[config.mk]
export PLATFORM = sky130hd
export DESIGN_NAME = prog_loader
export DESIGN_NICKNAME = d
export VERILOG_FILES = /design/src/rtl/prog_loader.sv
export SDC_FILE = /design/constraint.sdc
export NUM_CORES = 1
export LEC_CHECK = 0
export ABC_AREA = 1
export CORE_MARGIN = 2
export CORE_UTILIZATION = 30
export CTS_CLUSTER_DIAMETER = 120
export DETAILED_ROUTE_END_ITERATION = 7
export GPL_ROUTABILITY_DRIVEN = 0
export HOLD_SLACK_MARGIN = 0.15
export PLACE_DENSITY = 0.46
export SYNTH_ARGS = -nofsm -noshare
export SYNTH_HDL_FRONTEND = slang
export SYNTH_SLANG_ARGS = --single-unit
export TNS_END_PERCENT = 100
[constraint.sdc]
create_clock -name clk -period 1.9 [get_ports clk]
set_input_delay 0.38 -clock clk [delete_from_list [all_inputs] [get_ports clk]]
set_output_delay 0.38 -clock clk [all_outputs]
set_load 0.02 [all_outputs]
[src/rtl/prog_loader.sv]
// prog_loader: byte-stream program loader driving the write side of the
// 8-bit program memory. Frames are LEN, 2*LEN payload bytes (instruction
// high byte first), then an XOR checksum of the payload. The CPU is held
// in reset until a frame checks out.
//
// Optional feature: define LOADER_TIMEOUT_EN to abort a frame into the
// error state after TIMEOUT_CYCLES busy cycles without an accepted byte.
//
// Handshake: a byte transfers in every cycle where in_valid && in_ready.
// in_ready depends only on the state register, never on in_valid, and
// in_data is ignored whenever in_valid is low.
module prog_loader #(
    parameter logic [7:0] BASE_ADDR      = 8'h00,
    parameter int         MAX_WORDS      = 128,
    parameter int         TIMEOUT_CYCLES = 1024
) (
    input  logic       clk,
    input  logic       reset,
    input  logic       start,
    input  logic       in_valid,
    input  logic [7:0] in_data,
    output logic       in_ready,
    output logic [7:0] mem_address,
    output logic       mem_write_enable,
    output logic [7:0] mem_write_data,
    output logic       cpu_reset,
    output logic       busy,
    output logic       done,
    output logic       error,
    output logic [7:0] words_loaded,
    output logic [2:0] state_dbg
);

    localparam logic [2:0] S_IDLE = 3'd0;
    localparam logic [2:0] S_LEN  = 3'd1;
    localparam logic [2:0] S_HI   = 3'd2;
    localparam logic [2:0] S_LO   = 3'd3;
    localparam logic [2:0] S_CHK  = 3'd4;
    localparam logic [2:0] S_DONE = 3'd5;
    localparam logic [2:0] S_ERR  = 3'd6;

    localparam logic [8:0] MAX_LEN = MAX_WORDS[8:0];

    logic [2:0] state_q, state_d;
    logic [7:0] len_q, len_d;
    logic [7:0] words_q, words_d;
    logic [7:0] next_addr_q, next_addr_d;
    logic [7:0] acc_q, acc_d;
    logic       mem_we_q, mem_we_d;
    logic [7:0] mem_addr_q, mem_addr_d;
    logic [7:0] mem_data_q, mem_data_d;
    logic       release_q, release_d;
    logic       accept;
    logic       busy_s;

`ifdef LOADER_TIMEOUT_EN
    localparam int TW = $clog2(TIMEOUT_CYCLES + 1);
    logic [TW-1:0] idle_cnt_q, idle_cnt_d;
`endif

    assign busy_s           = (state_q == S_LEN) || (state_q == S_HI) ||
                              (state_q == S_LO)  || (state_q == S_CHK);
    assign accept           = in_valid && busy_s;

    assign in_ready         = busy_s;
    assign busy             = busy_s;
    assign done             = (state_q == S_DONE);
    assign error            = (state_q == S_ERR);
    // Released only once the loader has sat in DONE for a full cycle.
    assign cpu_reset        = !release_q;
    assign mem_address      = mem_addr_q;
    assign mem_write_enable = mem_we_q;
    assign mem_write_data   = mem_data_q;
    assign words_loaded     = words_q;
    assign state_dbg        = state_q;

    // Next-state, payload write and checksum logic.
    always_comb begin
        state_d     = state_q;
        len_d       = len_q;
        words_d     = words_q;
        next_addr_d = next_addr_q;
        acc_d       = acc_q;
        mem_we_d    = 1'b0;
        mem_addr_d  = mem_addr_q;
        mem_data_d  = mem_data_q;

        case (state_q)
            S_IDLE, S_DONE, S_ERR: begin
                if (start) begin
                    state_d     = S_LEN;
                    words_d     = 8'h00;
                    next_addr_d = BASE_ADDR;
                    acc_d       = 8'h00;
                end
            end
            S_LEN: begin
                if (accept) begin
                    if (in_data == 8'h00 || {1'b0, in_data} > MAX_LEN) begin
                        state_d = S_ERR;
                    end else begin
                        len_d   = in_data;
                        state_d = S_HI;
                    end
                end
            end
            S_HI, S_LO: begin
                if (accept) begin
                    mem_we_d    = 1'b1;
                    mem_addr_d  = next_addr_q;
                    mem_data_d  = in_data;
                    next_addr_d = next_addr_q + 8'd1;
                    acc_d       = acc_q ^ in_data;
                    if (state_q == S_HI) begin
                        state_d = S_LO;
                    end else begin
                        words_d = words_q + 8'd1;
                        state_d = (words_q + 8'd1 == len_q) ? S_CHK : S_HI;
                    end
                end
            end
            S_CHK: begin
                if (accept) begin
                    state_d = (in_data == acc_q) ? S_DONE : S_ERR;
                end
            end
            default: state_d = S_IDLE;
        endcase

`ifdef LOADER_TIMEOUT_EN
        // Any busy cycle without a byte counts towards the timeout; the
        // count restarts on every accepted byte and whenever not busy.
        idle_cnt_d = '0;
        if (busy_s && !accept) begin
            if (idle_cnt_q == TW'(TIMEOUT_CYCLES - 1)) begin
                state_d = S_ERR;
            end else begin
                idle_cnt_d = idle_cnt_q + 1'b1;
            end
        end
`endif

        release_d = (state_q == S_DONE) && (state_d == S_DONE);
    end

    // State and output registers with synchronous reset.
    always_ff @(posedge clk) begin
        if (reset) begin
            state_q     <= S_IDLE;
            len_q       <= 8'h00;
            words_q     <= 8'h00;
            next_addr_q <= BASE_ADDR;
            acc_q       <= 8'h00;
            mem_we_q    <= 1'b0;
            mem_addr_q  <= BASE_ADDR;
            mem_data_q  <= 8'h00;
            release_q   <= 1'b0;
        end else begin
            state_q     <= state_d;
            len_q       <= len_d;
            words_q     <= words_d;
            next_addr_q <= next_addr_d;
            acc_q       <= acc_d;
            mem_we_q    <= mem_we_d;
            mem_addr_q  <= mem_addr_d;
            mem_data_q  <= mem_data_d;
            release_q   <= release_d;
        end
    end

`ifdef LOADER_TIMEOUT_EN
    // Idle-cycle counter register.
    always_ff @(posedge clk) begin
        if (reset) begin
            idle_cnt_q <= '0;
        end else begin
            idle_cnt_q <= idle_cnt_d;
        end
    end
`endif

endmodule

==> metrics.txt, run 1 <==
status complete, no violations; CTS tree done; synthesized flop and latch total 53; post-DP HPWL 4870 µm; DRC 0; final hold violations 0; routed len/inst 12.0 µm; post-layout util 0.412; Crit-path slowest cell clkdlybuf4s50_1; top cells by count, synth nor2_1 (65), nand2_1 (61), dfxtp_1 (53); max_slew headroom 0.812; Max Cap Violations 0; Net Count, Synth 386; share of cells above drive strength 1 0.148; synth top area cells dfxtp_1 (41%), nor2_1 (9.4%), nand2_1 (8.8%); P_leak 1.48 nW; initial DRC count 61; I/O pin cnt 45; WP buf/inv 2; fin cells 553; Skew-Pair Late Insertion Delay 0.32 ns; Seq pwr share 0.327; worst min-delay path class reg2reg; setup TNS 0 ns; top-area cell type share of the netlist area 0.407; Yosys cell types 28; switching power 1.90 mW; Global Route Usage Sum 0.146; largest net degree at the start of global routing 32; Clock Pin Slew Worst Setup and Hold Paths 0.10 ns; Vias 2488; Chip Height 97.3 µm; PortBufs 44; Worst Path Required 1.52 ns; Num CTS Buffers 5; clock sink count 53; post-route ant nets 0; vias in the first global route 2394; Post-Synth Simple-Gate Area 0.287; FFs w/ async S/R, synth 0; placed cells 545; largest family of logic cells by synthesized area simple AND/OR/NAND/NOR gates; area grow syn2layout 35.7%; filler cell count 918; GRT overflow 0; max-slew violations 0; Worst Path Arrival 1.39 ns; global-route wire length before repair 11400 µm; post-synthesis compound-gate area fraction 0.166; H-Tree Depth 2; Switching Fraction 0.400; top-count cell post-synth nor2_1; Setup CP Type reg2out; initial antenna violation count 0; hold-fix buffer count after cts 0; Setup WS pre-CTS -0.151 ns; CORE AREA 8590 µm²; drt pass-1 iters 4; fin nets 458; Max stage delay on crit path 0.59 ns; multiplexer share of the synthesized area 0; Final min period 1.77 ns; clk buf depth 2; # diodes 0; Synth Instances 372; crit-path max FO 4; Initial Util 0.304; fin crit share 0.934; Worst Tran Pin Value 0.281 ns; mean area per synthesized cell 7.01 µm²; Post-Synth Adder-Cell Area 0.00959; cells along the critical path buf_4 -> clkdlybuf4s50_1; CTS root buffer clkbuf_8; Power Internal 2.85 mW; post-synthesis xor/xnor area fraction 0.0369; Ys Warns 0; VDD IR-drop max 0.458 mV; Most used DFF post-synth dfxtp_1; total die area 9460 µm²; WHS 0.468 ns; Mapped Area 2610 µm²; PD cells 1340 nW/µm²; clk_skew 0.0123 ns; combinational power share 0.476; Final Setup Violations 0; postcts setup bufs 0; num rows 34; Die X 97.3 µm; crit path launch type register; Clock Power Share 0.198; Crit path max-delay family buffers and inverters; Post-synth EDFFs 0; Yosys top cell by area dfxtp_1; register area share after synthesis 0.407; maximum clock frequency 563 MHz; crit end category output port; final wirelength 6620 µm; Setup WS post-layout 0.125 ns; vias per cell 4.50
==> flip-flops by register name, summed over array words and instances, names as in the netlist <==
signal and cells:
state_dbg 3, len_q 8, words_loaded 8, release_q 1, mem_address 8, acc_q 8, next_addr_q 8, mem_write_enable 1
mem_write_data 8
==> layer usage <==
metal	wire length, µm	global-route usage
met1	3380	0.198
met2	2960	0.237
met3	214	0.0324
met4	66	0.0385
met5	0	0
==> tightest hold or removal path, delay by kind of cell (launching register included) <==
family | cells | cell delay, ns
compound gates | 1 | 0.05
buf+inv | 1 | 0.05
flops | 1 | 0.33
==> final timing paths <==
check / cells after the start / endpoint / start / slack (ns)
hold reg to reg: 2 / len_q[0] / len_q[0] / 0.47
setup / recovery: 2 / words_loaded[1] / words_loaded[1] / 0.13
hold / removal: 2 / len_q[0] / len_q[0] / 0.47
setup reg to reg: 11 / acc_q[0] / state_dbg[1] / 0.20
==> cell type report <==
cell class,count,area (µm²),area share
tap,108,135,0.0382
multi-input combinational,263,1320,0.372
inverter,43,166,0.0470
clock inverter,3,68.8,0.0194
timing repair buffer,78,716,0.202
clock buffer,5,68.8,0.0194
sequential,53,1070,0.302
==> kinds of logic after synthesis <==
group	after synthesis
and+or+nand+nor	168
AOI/OAI and AO/OA	82
buffers and inverters	56
DFF	53
xor gates and xnor gates	11
adders and majority gates	2
==> placed cells by master (no fill, tap or decap), drive strengths merged <==
cell type / synthesis / final
dfxtp: 53 / 53
a211oi: 8 / 8
nand3: 26 / 26
or2: 1 / 1
nor2: 67 / 67
nand2: 63 / 63
o21ai: 37 / 37
o211ai: 1 / 1
ha: 2 / 2
xor2: 2 / 2
dlygate4sd2: 0 / 4
buf: 6 / 34
nand4: 6 / 6
xnor2: 9 / 9
a21oi: 36 / 36
bufinv: 0 / 2
clkdlybuf4s50: 0 / 40
inv: 43 / 44
nor3: 4 / 4
and2: 1 / 1
clkbuf: 7 / 5
==> stage by stage <==
step	total power, mW	cell area (µm²)
global placement	3.85	3390
floorplan	3.05	2610
detailed placement	3.85	3390
finish	4.74	3540
CTS	4.78	3520
global route	5.14	3540
==> power groups by stage <==
stage	clock network, mW	logic (mW)	registers [mW]
after floorplan	0	1.37	1.67
after global placement	0	2.29	1.56
after CTS	0.971	2.26	1.55
after global routing	1.02	2.53	1.59
final	0.937	2.26	1.55
after detailed placement	0	2.29	1.57
==> timing repair <==
action | CTS | global route
pin swaps | 0 | 1
gates cloned | 0 | 0
resized for setup | 5 | 10
endpoints found under the setup margin | 5 | 18
No activity file was read; power rests on OpenSTA's default activity.
==> run 2: changes to the inputs <==
--- a/config.mk
+++ b/config.mk
@@ -7,12 +7,12 @@
 export LEC_CHECK = 0
 export ABC_AREA = 1
 export CORE_MARGIN = 2
-export CORE_UTILIZATION = 30
+export CORE_UTILIZATION = 48
 export CTS_CLUSTER_DIAMETER = 120
 export DETAILED_ROUTE_END_ITERATION = 7
 export GPL_ROUTABILITY_DRIVEN = 0
 export HOLD_SLACK_MARGIN = 0.15
-export PLACE_DENSITY = 0.46
+export PLACE_DENSITY = 0.69
 export SYNTH_ARGS = -nofsm -noshare
 export SYNTH_HDL_FRONTEND = slang
 export SYNTH_SLANG_ARGS = --single-unit
==> run 2 against run 1 <==
  * First-iteration DRC count rose by 90%
  * Sequential cell count did not move
  * Global-route usage rose by 6.2 points
  * Utilization rose by 24 points
  * Critical path type unchanged
  * Critical endpoint is now state_dbg[0]
==> metrics.txt, run 2 (same netlist as run 1, synthesis figures left out) <==
status complete, no violations; Skew-Pair Late Insertion Delay 0.31 ns; area post-placement 3280 µm²; PD cells 1300 nW/µm²; crit-path max FO 8; total die area 6040 µm²; Worst Tran Pin Value 0.435 ns; num rows 26; Global Route Usage Sum 0.208; max_slew headroom 0.708; CTS tree done; Worst Path Arrival 1.44 ns; Crit path max-delay family buffers and inverters; Max stage delay on crit path 0.66 ns; crit end category output port; WHS 0.472 ns; Clock Pin Slew Worst Setup and Hold Paths 0.10 ns; # diodes 0; Chip Height 77.7 µm; global-route wire length before repair 10300 µm; fin nets 452; met2 wire len 2790 µm; DRC 0; post-route ant nets 0; max-slew violations 0; vias per cell 4.97; maximum clock frequency 549 MHz; final instance area 3380 µm²; Crit-path slowest cell clkdlybuf4s50_1; most frequent cells in the layout nor2_1 (63), nand2_1 (61), dfxtp_1 (50), inv_1 (39), clkdlybuf4s50_1 (39); Top Layer Used met4; Max Cap Violations 0; Setup CP Type reg2out; VDD IR-drop max 0.687 mV; routed len/inst 11.7 µm; area grow syn2layout 29.5%; H-Tree Depth 2; Final Setup Violations 0; cells along the critical path clkdlybuf4s50_1; final wirelength 5970 µm; post-DP HPWL 4470 µm; Vias 2529; Final min period 1.82 ns; clock sink count 53; largest net degree at the start of global routing 23; Num CTS Buffers 5; WP buf/inv 1; Initial Util 0.504; P_leak 1.43 nW; worst min-delay path class reg2reg; crit path launch type register; clk buf depth 2; GRT overflow 0; metal3 WL 193 µm; CORE AREA 5170 µm²; RSZ-0062 raised after global routing no; PortBufs 44; Worst Path Required 1.52 ns; fin crit share 0.958; most common cell after layout, fill and taps aside nor2_1; M1 WL 2930 µm; post-layout util 0.653; initial antenna violation count 0; Die X 77.7 µm; drt pass-1 iters 4; share of cells above drive strength 1 0.125; I/O pin cnt 45; clk_skew 0.0133 ns; hold-fix buffer count after cts 0; final hold violations 0; vias in the first global route 2312; CTS root buffer clkbuf_8; initial DRC count 116
[run 2: changes by cell type in the layout (fill, tap and decap cells not counted), moves of 2 or more]
| cell | previous run | this run |
|---|---|---|
| clkinv_2 | 0 | 2 |
| bufinv_16 | 2 | 0 |
| buf_4 | 32 | 27 |
| clkdlybuf4s15_1 | 0 | 2 |
| dfxtp_1 | 46 | 50 |
| dfxtp_2 | 7 | 3 |
[run 2: area by class of cell]
| class | count | area (µm²) |
|---|---|---|
| Clock inverter | 3 | 17.5 |
| Inverter | 43 | 166 |
| Fill cell | 462 | 1790 |
| Sequential cell | 53 | 1060 |
| Clock buffer | 5 | 68.8 |
| Timing Repair Buffer | 72 | 659 |
| Multi-Input combinational cell | 263 | 1310 |
| Tap cell | 70 | 87.6 |
[run 2: metal layers]
layer,vias up,GRT usage
li1,1340,-
met1,1136,0.278
met2,47,0.340
met3,6,0.0442
met4,0,0.0589
met5,-,0
[run 2: stage by stage]
stage	cells	setup slack [ns]	TNS, ns	total power [mW]
after floorplan	372	0.133	0	3.05
after global placement	501	-0.0740	-0.637	3.75
after detailed placement	501	-0.184	-1.59	3.79
after CTS	509	0.0186	0	4.39
after global routing	509	0.00981	0	4.76
final	509	0.0796	0	4.41
[run 2: what timing repair did]
action	4_1_cts	5_1_grt
resized for setup	5	8
endpoints found under the setup margin	5	16
hold endpoints to repair	0	0
setup buffers	0	0
[run 2: final timing paths]
kind	cells past startpoint	start	slack (ns)	endpoint
worst max-delay path	1	state_dbg[0]	0.08	state_dbg[0]
worst min-delay path	2	len_q[0]	0.47	len_q[0]
worst max register to register	11	state_dbg[2]	0.20	words_loaded[5]
worst min register to register	2	len_q[0]	0.47	len_q[0]
[run 2: report_power, final]
group	switching, mW	leakage, nW	total (mW)	internal (mW)
logic	1.30	0.951	2.23	0.935
clock network	0.379	0.0439	0.634	0.255
registers	0.187	0.432	1.54	1.35
total	1.87	1.43	4.41	2.54
==> run 3: changes to the inputs <==
--- a/config.mk
+++ b/config.mk
@@ -9,6 +9,7 @@
 export CORE_MARGIN = 2
 export CORE_UTILIZATION = 48
 export CTS_CLUSTER_DIAMETER = 120
+export CTS_CLUSTER_SIZE = 24
 export DETAILED_ROUTE_END_ITERATION = 7
 export GPL_ROUTABILITY_DRIVEN = 0
 export HOLD_SLACK_MARGIN = 0.15
@@ -16,4 +17,4 @@
 export SYNTH_ARGS = -nofsm -noshare
 export SYNTH_HDL_FRONTEND = slang
 export SYNTH_SLANG_ARGS = --single-unit
-export TNS_END_PERCENT = 100
+export TNS_END_PERCENT = 20
==> constraint.sdc (replaced) <==
create_clock -name clk -period 1.75 [get_ports clk]
set_input_delay 0.35 -clock clk [delete_from_list [all_inputs] [get_ports clk]]
set_output_delay 0.35 -clock clk [all_outputs]
set_load 0.02 [all_outputs]
==> run 3 against run 2 <==
  * Global-route usage grew 0.21 points
  * Wire length up 3.2%
  * Sequential power increased by 9%
==> metrics.txt, run 3 (same netlist as run 1, synthesis figures left out) <==
hold path start len_q[1]; VDD IR-drop max 0.705 mV; Worst Tran Pin Value 0.277 ns; Switching Fraction 0.426; Worst Path Arrival 1.31 ns; share of cells above drive strength 1 0.177; area post-placement 3340 µm²; area grow syn2layout 34.2%; vias in the first global route 2323; worst r2r src state_dbg[1]; fin crit share 0.950; final hold violations 0; Chip Height 77.7 µm; GRT overflow 0; Num CTS Buffers 5; worst min-delay path class reg2reg; PortBufs 44; H-Tree Depth 2; Max Cap Violations 0; Max stage delay on crit path 0.62 ns; most frequent cells in the layout nor2_1 (61), nand2_1 (61), dfxtp_1 (48), a21oi_1 (36), inv_1 (35); multi-input logic area 1360 µm²; post-layout util 0.677; Final min period 1.66 ns; crit path launch type register; Final Setup Violations 0; routed len/inst 11.9 µm; max-slew violations 0; CORE AREA 5170 µm²; vias per cell 5.06; cells along the critical path clkdlybuf4s50_1; initial antenna violation count 0; Crit-path slowest cell clkdlybuf4s50_1; clock sink count 53; CTS tree done; Clock Pin Slew Worst Setup and Hold Paths 0.10 ns; clk buf depth 2; drt pass-1 iters 4; combinational power share 0.519; final wirelength 6170 µm; global-route wire length before repair 10400 µm; clk_skew 0.00999 ns; num rows 26; crit end category output port; Setup CP Type reg2out; filler cell count 457; final instance area 3500 µm²; Vias 2618; Clock Power Share 0.147; crit-path max FO 4; post-DP HPWL 4460 µm; initial DRC count 88; fin nets 460; Initial Util 0.504; largest net degree at the start of global routing 32; switching power 2.14 mW; Seq. cell area 1070 µm²; max_slew headroom 0.815; I/O pin cnt 45; PD cells 1430 nW/µm²; Seq pwr share 0.334; Crit. Startpoint words_loaded[6]; Crit path max-delay family buffers and inverters; total die area 6040 µm²; # diodes 0; Global Route Usage Sum 0.211; DRC 0; CTS root buffer clkbuf_8; maximum clock frequency 601 MHz; Power Internal 2.88 mW; Worst Path Required 1.40 ns; P_leak 1.54 nW; Skew-Pair Late Insertion Delay 0.32 ns; status complete, no violations; Die X 77.7 µm; WP buf/inv 1; post-route ant nets 0
[run 3: changes by cell type in the layout (fill, tap and decap cells not counted), sizes merged]
cell,delta
clkbuf,+3
dlymetal6s2s,+3
dlygate4sd2,+3
clkinv,-2
buf,+8
clkdlybuf4s15,-2
clkdlybuf4s50,-7
inv,+2
[run 3: repair_timing]
action / in CTS / in global routing
buffers inserted: 0 / 2
gates resized for setup: 10 / 31
pin swaps: 0 / 1
setup endpoints to repair: 10 / 34
hold buffers: 0 / 0
[run 3: worst paths after layout]
check	to	slack [ns]	depth (start not counted)
worst min-delay path	len_q[1]	0.47	2
worst max-delay path	words_loaded[6]	0.09	1
worst max register to register	acc_q[4]	0.13	10
worst min register to register	len_q[1]	0.47	2
[run 3: final cells by class]
type | count | area share
clock buffers | 5 | 0.0197
clock inverters | 3 | 0.00715
inverters | 43 | 0.0475
multi-input cells | 263 | 0.389
flip-flops and latches | 53 | 0.306
well taps | 70 | 0.0250
repair buffers | 80 | 0.206
[run 3: layer usage]
| layer | track usage | up-vias | part of all wire |
|---|---|---|---|
| li1 | - | 1363 | - |
| met1 | 0.280 | 1187 | 0.49 |
| met2 | 0.337 | 58 | 0.46 |
| met3 | 0.0419 | 10 | 0.032 |
| met4 | 0.0786 | 0 | 0.015 |
| met5 | 0 | - | 0 |
[run 3: metrics by stage]
step | setup slack, ns | cells | total power [mW] | TNS, ns | hold WS (ns)
2_1_floorplan | 0.000362 | 372 | 3.31 | 0 | 0.436
3_3_place_gp | -0.150 | 507 | 4.17 | -3.74 | 0.452
3_5_place_dp | -0.243 | 507 | 4.21 | -4.63 | 0.456
4_1_cts | 0.0169 | 515 | 4.90 | 0 | 0.471
5_1_grt | -0.0464 | 517 | 5.38 | -0.0685 | 0.509
6_report | 0.0868 | 517 | 5.02 | 0 | 0.467
[run 3: power by group through the flow]
stage | Sequential (mW) | Clock, mW | Combinational, mW
finish | 1.68 | 0.736 | 2.60
global route | 1.72 | 0.796 | 2.86
CTS | 1.66 | 0.752 | 2.49
detailed placement | 1.69 | 0 | 2.53
global placement | 1.68 | 0 | 2.49
floorplan | 1.82 | 0 | 1.49
[run 3: tightest hold or removal path, cell delays in order, from the launching register on]
cell and delay, ns:
dfxtp_1 0.33, inv_1 0.05, a21oi_1 0.05
